### config.mk
export PLATFORM = sky130hd
export DESIGN_NAME = wb_arbiter
export DESIGN_NICKNAME = d
export VERILOG_FILES = /design/src/rtl/wb_pkg.sv /design/src/rtl/wb_fifo.sv /design/src/rtl/wb_arbiter.sv
export SDC_FILE = /design/constraint.sdc
export NUM_CORES = 1
export LEC_CHECK = 0
export ABC_AREA = 1
export CORE_UTILIZATION = 35
export CTS_BUF_LIST = sky130_fd_sc_hd__clkbuf_8
export CTS_CLUSTER_DIAMETER = 60
export DETAILED_ROUTE_END_ITERATION = 10
export GPL_ROUTABILITY_DRIVEN = 0
export PLACE_DENSITY = 0.69
export SLEW_MARGIN = 0
export SYNTH_ARGS = -nofsm -noshare
export SYNTH_HDL_FRONTEND = slang
export SYNTH_SLANG_ARGS = --single-unit
export TNS_END_PERCENT = 50
### constraint.sdc
create_clock -name clk -period 4.1 [get_ports clk]
set_clock_uncertainty 0.05 [all_clocks]
set_input_delay 0.82 -clock clk [delete_from_list [all_inputs] [get_ports clk]]
set_output_delay 0.82 -clock clk [all_outputs]
set_load 0.01 [all_outputs]
### src/rtl/wb_pkg.sv
// Shared types and constants for the write-back arbiter.
//   wb_req_t : one register-file write (destination + data)
//   REG_ZERO : x0, never written
//   XLEN     : register width
package wb_pkg;
  localparam int         XLEN     = 32;
  localparam logic [4:0] REG_ZERO = 5'd0;

  typedef struct packed {
    logic [4:0]      rd;
    logic [XLEN-1:0] data;
  } wb_req_t;
endpackage

### src/rtl/wb_fifo.sv
// Synchronous FIFO of wb_req_t.
//   clk, rst_n   : clock, async active-low reset (empties the FIFO)
//   push, din    : write din at posedge (caller guarantees !full)
//   pop          : drop head at posedge (caller guarantees !empty)
//   head         : current oldest entry
//   full, empty  : occupancy flags
//   count        : number of queued entries
//   vld, rd_vec  : per-slot valid bit and destination, for pending-register masks
module wb_fifo
  import wb_pkg::*;
#(
  parameter  int DEPTH = 4,
  localparam int AW    = $clog2(DEPTH)
) (
  input  logic                  clk,
  input  logic                  rst_n,
  input  logic                  push,
  input  wb_req_t               din,
  input  logic                  pop,
  output wb_req_t               head,
  output logic                  full,
  output logic                  empty,
  output logic [AW:0]           count,
  output logic [DEPTH-1:0]      vld,
  output logic [DEPTH-1:0][4:0] rd_vec
);

  logic [AW-1:0]    wp, rp;
  logic [AW:0]      cnt;
  logic [DEPTH-1:0] vld_q, set_oh, clr_oh;
  wb_req_t          mem [DEPTH];

  localparam logic [DEPTH-1:0] ONE = {{(DEPTH-1){1'b0}}, 1'b1};

  assign set_oh = push ? (ONE << wp) : '0;
  assign clr_oh = pop  ? (ONE << rp) : '0;

  always_ff @(posedge clk or negedge rst_n) begin
    if (!rst_n) begin
      wp    <= '0;
      rp    <= '0;
      cnt   <= '0;
      vld_q <= '0;
    end else begin
      if (push) wp <= wp + 1'b1;
      if (pop)  rp <= rp + 1'b1;
      case ({push, pop})
        2'b10:   cnt <= cnt + 1'b1;
        2'b01:   cnt <= cnt - 1'b1;
        default: cnt <= cnt;
      endcase
      // wp != rp whenever push and pop coincide (neither empty nor full)
      vld_q <= (vld_q & ~clr_oh) | set_oh;
    end
  end

  // Payload needs no reset: vld_q gates every use of it.
  always_ff @(posedge clk) begin
    if (push) mem[wp] <= din;
  end

  assign head  = mem[rp];
  assign full  = (cnt == (AW+1)'(DEPTH));
  assign empty = (cnt == '0);
  assign count = cnt;
  assign vld   = vld_q;

  for (genvar i = 0; i < DEPTH; i++) begin : g_rd
    assign rd_vec[i] = mem[i].rd;
  end

endmodule

### src/rtl/wb_arbiter.sv
// Write-back arbiter for the register file's single write port.
// Pipeline write-backs always win; long-latency results queue in wb_fifo and
// drain into idle slots. A head that waits too long raises stall_req to get
// one pipeline bubble.
//   clk, rst_n                 : clock, async active-low reset
//   pipe_we/pipe_rd/pipe_wd    : in-order pipeline write-back
//   lu_valid/lu_ready/lu_rd/lu_wd : long-latency result handshake
//   a3/wd3/we3                 : register file write port
//   stall_req                  : ask the pipeline for one bubble
//   pend_mask                  : registers targeted by queued results
//   fifo_count                 : queued entry count
module wb_arbiter
  import wb_pkg::*;
#(
  parameter  int DEPTH        = 4,
  parameter  int STARVE_LIMIT = 8,
  localparam int CW           = $clog2(DEPTH) + 1,
  localparam int SW           = $clog2(STARVE_LIMIT + 1)
) (
  input  logic            clk,
  input  logic            rst_n,
  input  logic            pipe_we,
  input  logic [4:0]      pipe_rd,
  input  logic [XLEN-1:0] pipe_wd,
  input  logic            lu_valid,
  output logic            lu_ready,
  input  logic [4:0]      lu_rd,
  input  logic [XLEN-1:0] lu_wd,
  output logic [4:0]      a3,
  output logic [XLEN-1:0] wd3,
  output logic            we3,
  output logic            stall_req,
  output logic [31:0]     pend_mask,
  output logic [CW-1:0]   fifo_count
);

  logic                  pipe_slot, f_push, f_pop, full, empty;
  wb_req_t               head;
  logic [DEPTH-1:0]      vld;
  logic [DEPTH-1:0][4:0] rd_vec;
  logic [SW-1:0]         starve;

  // x0 writes from the pipeline are free slots for the queue.
  assign pipe_slot = pipe_we && (pipe_rd != REG_ZERO);
  assign lu_ready  = rst_n && !full;
  // rd=0 results complete the handshake but are dropped.
  assign f_push    = lu_valid && lu_ready && (lu_rd != REG_ZERO);
  assign f_pop     = !pipe_slot && !empty;

  wb_fifo #(.DEPTH(DEPTH)) u_fifo (
    .clk    (clk),
    .rst_n  (rst_n),
    .push   (f_push),
    .din    ('{rd: lu_rd, data: lu_wd}),
    .pop    (f_pop),
    .head   (head),
    .full   (full),
    .empty  (empty),
    .count  (fifo_count),
    .vld    (vld),
    .rd_vec (rd_vec)
  );

  // Port mux; held quiet during reset so no pipeline write slips through.
  always_comb begin
    we3 = 1'b0;
    a3  = '0;
    wd3 = '0;
    if (rst_n) begin
      if (pipe_slot) begin
        we3 = 1'b1;
        a3  = pipe_rd;
        wd3 = pipe_wd;
      end else if (!empty) begin
        we3 = 1'b1;
        a3  = head.rd;
        wd3 = head.data;
      end
    end
  end

  always_ff @(posedge clk or negedge rst_n) begin
    if (!rst_n)                         starve <= '0;
    else if (empty || f_pop)            starve <= '0;
    else if (starve != SW'(STARVE_LIMIT)) starve <= starve + 1'b1;
  end

  assign stall_req = (starve == SW'(STARVE_LIMIT));

  always_comb begin
    pend_mask = '0;
    for (int i = 0; i < DEPTH; i++)
      if (vld[i]) pend_mask[rd_vec[i]] = 1'b1;
    pend_mask[0] = 1'b0;
  end

endmodule

# ---- Word level (Yosys, flattened, before mapping)
# Memory sizes are Yosys's and may differ from the RTL's.
# Cells that the tools add are included.
dict set report op_classes {
  addsub 5
  magnitude_cmp 8
  eq_ne 5
  shift 2
  mux 28
  n_bitwise 6
  n_reduce_logical 18
}
# cell count
set ops {}
lappend ops {{2-to-1 mux 32 bit} 7}
lappend ops {{OR 32 bit} 3}
lappend ops {{less-than comparator 5 x 6 -> 1 bit, second input constant} 4}
lappend ops {{demux 1 bit (select 5 bit)} 4}
lappend ops {{greater-or-equal comparator 5 x 1 -> 1 bit, second input constant} 4}
lappend ops {{2-to-1 mux 4 bit} 4}
lappend ops {{2-to-1 mux 5 bit} 3}
lappend ops {{nonzero test 5 bit} 2}
lappend ops {{logical AND 1 bit} 9}
lappend ops {{2-to-1 mux 1 bit} 9}
lappend ops {{<< shifter 1 x 2 -> 4 bit, first input constant} 2}
lappend ops {{case mux 3 bit (2 select lines)} 1}
lappend ops {{adder 2 x 1 -> 2 bit, second input constant} 2}
lappend ops {{adder 4 x 1 -> 4 bit, second input constant} 1}
lappend ops {{AND 4 bit} 1}
lappend ops {{== test 4 bit, second input constant} 1}
lappend ops {{!= test 4 bit, second input constant} 1}
lappend ops {{inverter 4 bit} 1}
lappend ops {{OR 4 bit} 1}
lappend ops {{nonzero test 2 bit} 2}
lappend ops {{adder 3 x 1 -> 3 bit, second input constant} 1}
lappend ops {{== test 3 bit, second input constant} 1}
lappend ops {{zero test 1 bit} 3}
lappend ops {{zero test 3 bit} 1}
lappend ops {{4 further kinds} 4}
dict set report totals {
  regBits 15
  mem_bits_rw 148
  input_bits 78
  output_inout_bits 75
  elab_cells 78
  n_memories 1
}
# name depth word_bits read_ports rd_ports_with_merged_regs wr line
set memory_table {}
lappend memory_table {u_fifo.mem 4 37 5 0 1 wb_fifo.sv:31} ;# wb_req_t mem [DEPTH];

# ---- Logic depth before layout (Yosys ltp)
# An unclocked memory read counts as a cell.
dict set report depth {
  ltp_word 12
  mapped_depth 11
  mapped_depth_nobuf 11
}

# ---- Hierarchy
# A second synthesis with hierarchy kept.
dict set report hier_totals {
  hier_cells 994
  area_unflattened_um2 8937.3
}
# mod n_inst cells_each area_each_um2 seq_area_each_um2
set by_module_without_submodules {}
lappend by_module_without_submodules {wb_fifo 1 522 6656.4 4719.5}
lappend by_module_without_submodules {wb_arbiter 1 472 2280.9 100.1}

# ---- Worst setup path before layout
# OpenSTA, ideal clock, no wires.
dict set report synth_timing {
  kind {input port to flip-flop}
  from {input port rst_n}
  to {memory u_fifo.mem[0][0] in the netlist's numbering (enable)}
  setup_ns 0.431
  arrival_ns 2.846
  required_time_ns 3.619
  path_slack_ns 0.773
  path_stages 4
  path_buffers 0
  path_cell_list {inv_1 a21oi_2 nand3_2 nor2_1}
}
dict set report synth_via {
  elab_chain_cells 5
}
# item line
set synth_lines {}
lappend synth_lines {{start: declaration} wb_arbiter.sv:21} ;# input logic rst_n,
lappend synth_lines {{logical AND 1 bit} wb_arbiter.sv:45} ;# assign lu_ready = rst_n && !full;
lappend synth_lines {{via lu_ready} wb_arbiter.sv:26} ;# output logic lu_ready,
lappend synth_lines {{logical AND 1 bit (2 in a row)} wb_arbiter.sv:47} ;# assign f_push = lu_valid && lu_ready && (lu_rd != REG_ZERO);
lappend synth_lines {{2-to-1 mux 1 bit} wb_fifo.sv:59} ;# if (push) mem[wp] <= din;
lappend synth_lines {{2-to-1 mux 1 bit (not written as such)} wb_fifo.sv:59}
lappend synth_lines {{end: declaration} wb_fifo.sv:31}
# The timed path passes the listed nets, and every way through them passes these cells.

# ---- Worst setup path in the final report
dict set report layout_timing {
  from {input port pipe_rd[1]}
  to {output port a3[2]}
}
dict set report layout_via {
  elab_chain_cells 4
}
# item line
set layout_lines {}
lappend layout_lines {{start: declaration} wb_arbiter.sv:23} ;# input logic [4:0] pipe_rd,
lappend layout_lines {{nonzero test 5 bit} wb_arbiter.sv:44} ;# assign pipe_slot = pipe_we && (pipe_rd != REG_ZERO);
lappend layout_lines {{logical AND 1 bit} wb_arbiter.sv:44}
lappend layout_lines {{2-to-1 mux 5 bit} wb_arbiter.sv:70} ;# if (pipe_slot) begin
lappend layout_lines {{2-to-1 mux 5 bit} wb_arbiter.sv:69} ;# if (rst_n) begin
lappend layout_lines {{end: declaration} wb_arbiter.sv:29} ;# output logic [4:0] a3,
# No other way between the ends.

==> results.toml <==
[pwr]
pwr_density_cell_mw_per_mm2 = 521
peakVddDrop_uv = 248
p_leak_nw = 3.57

[worst_setup_path]
cp-start-kind = "primary input"
cp-end-kind = "primary output"
cpMaxStageDelayCell = "clkdlybuf4s50_1"
cp.required_ns = 3.23
crit_fanout = 44
path_cells = "clkdlybuf4s50_1 -> nor2_1 -> nand3_2 -> a21oi_4 -> buf_12 -> nand2_1 -> a21oi_2 -> clkdlybuf4s50_1"
arrival_ns = 2.80
cp_slowest_stage_delay_ns = 0.58
path_class = "primary input to primary output"
path_common_cell = "clkdlybuf4s50_1"

[grt]
grt_pass1_wl_mm = 32.2
antenna_found_initial = 0
grt_pass1_vias = 6144
overflow = 0
grt_max_degree = 66
track_usage_pct = 17.6

[synth]
yosys_warnings = 0
syn_nets = 850
ys_types = 29
syn_avg_cell_area_um2 = 10.5
netlist_area_mm2 = 0.00800
synthCells = 761
synth.ff_latch_count = 163
yosysSeqAreaShare_pct = 60.2

[detailed_routing]
wl_per_cell_um = 16.9
firstDrtPassIters = 5
drc = 0
via_count = 6293
ant_nets = 0
routed_wl_mm = 20.3
via_per_inst = 5.24
drtIter0Drc = 406

[clock_tree]
clk_pin_slew_ns = 0.08
post_cts_resized = 0
postCtsHoldBufs = 0
cts-buffers-inserted = 17
clock_latency_ns = 0.44
htreeDepth = 4
clockBufferDepth = 2
root_buffer = "clkbuf_8"
postCtsSetupRepairBufs = 0
cts_tree = "built"
clock-sinks = 163

[layout]
final_common_cell = "clkdlybuf4s50_1"
final_layout_size_suffix_gt1_share_pct = 10.5
stdcell_area_mm2 = 0.0102
diodes = 0
area_growth_pct = 27.4
stdcell_count = 1201
fin_nets = 997
final_cell_mix = "clkdlybuf4s50_1, edfxtp_1, nand2_1"

[place]
portBuffers = 151
placed_area_mm2 = 0.00983
place_inst = 1169
hpwl_mm = 13.2

[timing]
rsz0062_at_grt = "false"
post-route-min-period_ns = 3.67
timing.final.crit_share_pct = 89.4
fin_tns_setup_ns = 0
tightestPinTransition_ns = 1.11
max_freq_mhz = 273
finalHoldViolCount = 0
relSlewSlack_pct = 25.9
final_max_slew_viol_count = 0
final-setup-viol-count = 0
worst_hold_slack_ns = 0.511

[outcome]
outcome = "finished clean"

[die]
die_width_um = 153
fp.dieArea_mm2 = 0.0235
core_area_mm2 = 0.0221
placementRows = 54
ios = 153
die_height_um = 153
start_util_pct = 36.2

[hold_path]
hold_path_class = "flop to flop"

[job]
drv_cap = 0
## synth_stat cells
cell      number  area, um2
a21oi_1       23        115
nand3_1       48        240
inv_4          1       6.26
clkbuf_1      12       45.0
xnor2_1        1       8.76
o22a_1         3       26.3
o21ai_0       82        410
nand2_2        4       25.0
edfxtp_1     148       4440
o22ai_1       34        213
nor3_1         3       15.0
inv_1         53        199
a21oi_2       38        333
nand3_2        2       20.0
o221ai_1      28        245
nor2_1        92        345
o211ai_1       1       7.51
dfrtp_1       15        375
buf_2         12       60.1
inv_2          4       15.0
buf_6          7       78.8
ha_1          10        125
buf_4          5       37.5
a21oi_4        1       16.3
fa_1           1       20.0
xor2_1         3       26.3
a22oi_1       16        120
nand2_1      113        424
conb_1         1       3.75
## worst paths after layout
check,cells past startpoint,from,slack (ns),endpoint
worst max register to register,5,u_fifo.count[0]$_DFFE_PN0P_,1.92,u_fifo.mem[2][31]$_DFFE_PP_
worst min register to register,2,u_fifo.count[1]$_DFFE_PN0P_,0.51,u_fifo.count[1]$_DFFE_PN0P_
worst min-delay path,2,u_fifo.count[1]$_DFFE_PN0P_,0.51,u_fifo.count[1]$_DFFE_PN0P_
max in group asynchronous,2,rst_n,3.09,u_fifo.rp[0]$_DFFE_PN0P_
min in group asynchronous,2,rst_n,0.70,u_fifo.count[0]$_DFFE_PN0P_
worst max-delay path,8,pipe_rd[1],0.43,a3[2]
## critical path: cells and delay by family
kind	cells	cell delay [ns]
simple gates	3	0.36
compound gates	2	0.33
buf+inv	3	1.26
## stage by stage
| step | worst slack, ns | power, mW | util, % |
|---|---|---|---|
| CTS | 0.423 | 5.36 | 46.2 |
| detailed placement | 0.430 | 4.30 | 44.5 |
| global route | 0.308 | 5.66 | 46.2 |
| floorplan | 0.773 | 3.51 | - |
| global placement | 0.441 | 4.26 | 44.5 |
| finish | 0.435 | 5.31 | 46.2 |
## logic make-up (layout without fill, tap and decap cells)
group,count (synthesis),after routing,share of synthesized area (%)
and+or+nand+nor,262,262,13.4
adders and majority gates,11,11,1.81
DFF,163,163,60.2
AOI/OAI and AO/OA,226,226,18.6
other,1,1,0.0469
buffers and inverters,94,254,5.52
xor gates and xnor gates,4,4,0.438
## per-layer routing
layer | global-route usage, % | part of all wire [%]
met4 | 5.63 | 1.3
met2 | 30.1 | 48
met5 | 0 | 0
met3 | 4.11 | 7.0
met1 | 21.9 | 43
## final cells by class
class,count,area [um2]
multi-input cells,504,2770
flip-flops and latches,163,4820
clock inverters,15,130
repair buffers,164,1670
clock buffers,17,234
inverters,58,220
fillers,2012,11900
well taps,280,350
## flip-flops by register name, summed over array words and instances (netlist names)
name and count:
u_fifo.wp 2, u_fifo.vld 4, u_fifo.rp 2, u_fifo.mem 148
u_fifo.count 3, starve 4
## power breakdown
group / internal [mW] / leakage [nW] / switching (mW)
combinational: 0.793 / 1.87 / 1.28
sequential: 2.03 / 1.53 / 0.140
clock: 0.483 / 0.172 / 0.586
(Power assumes the default switching activity.)
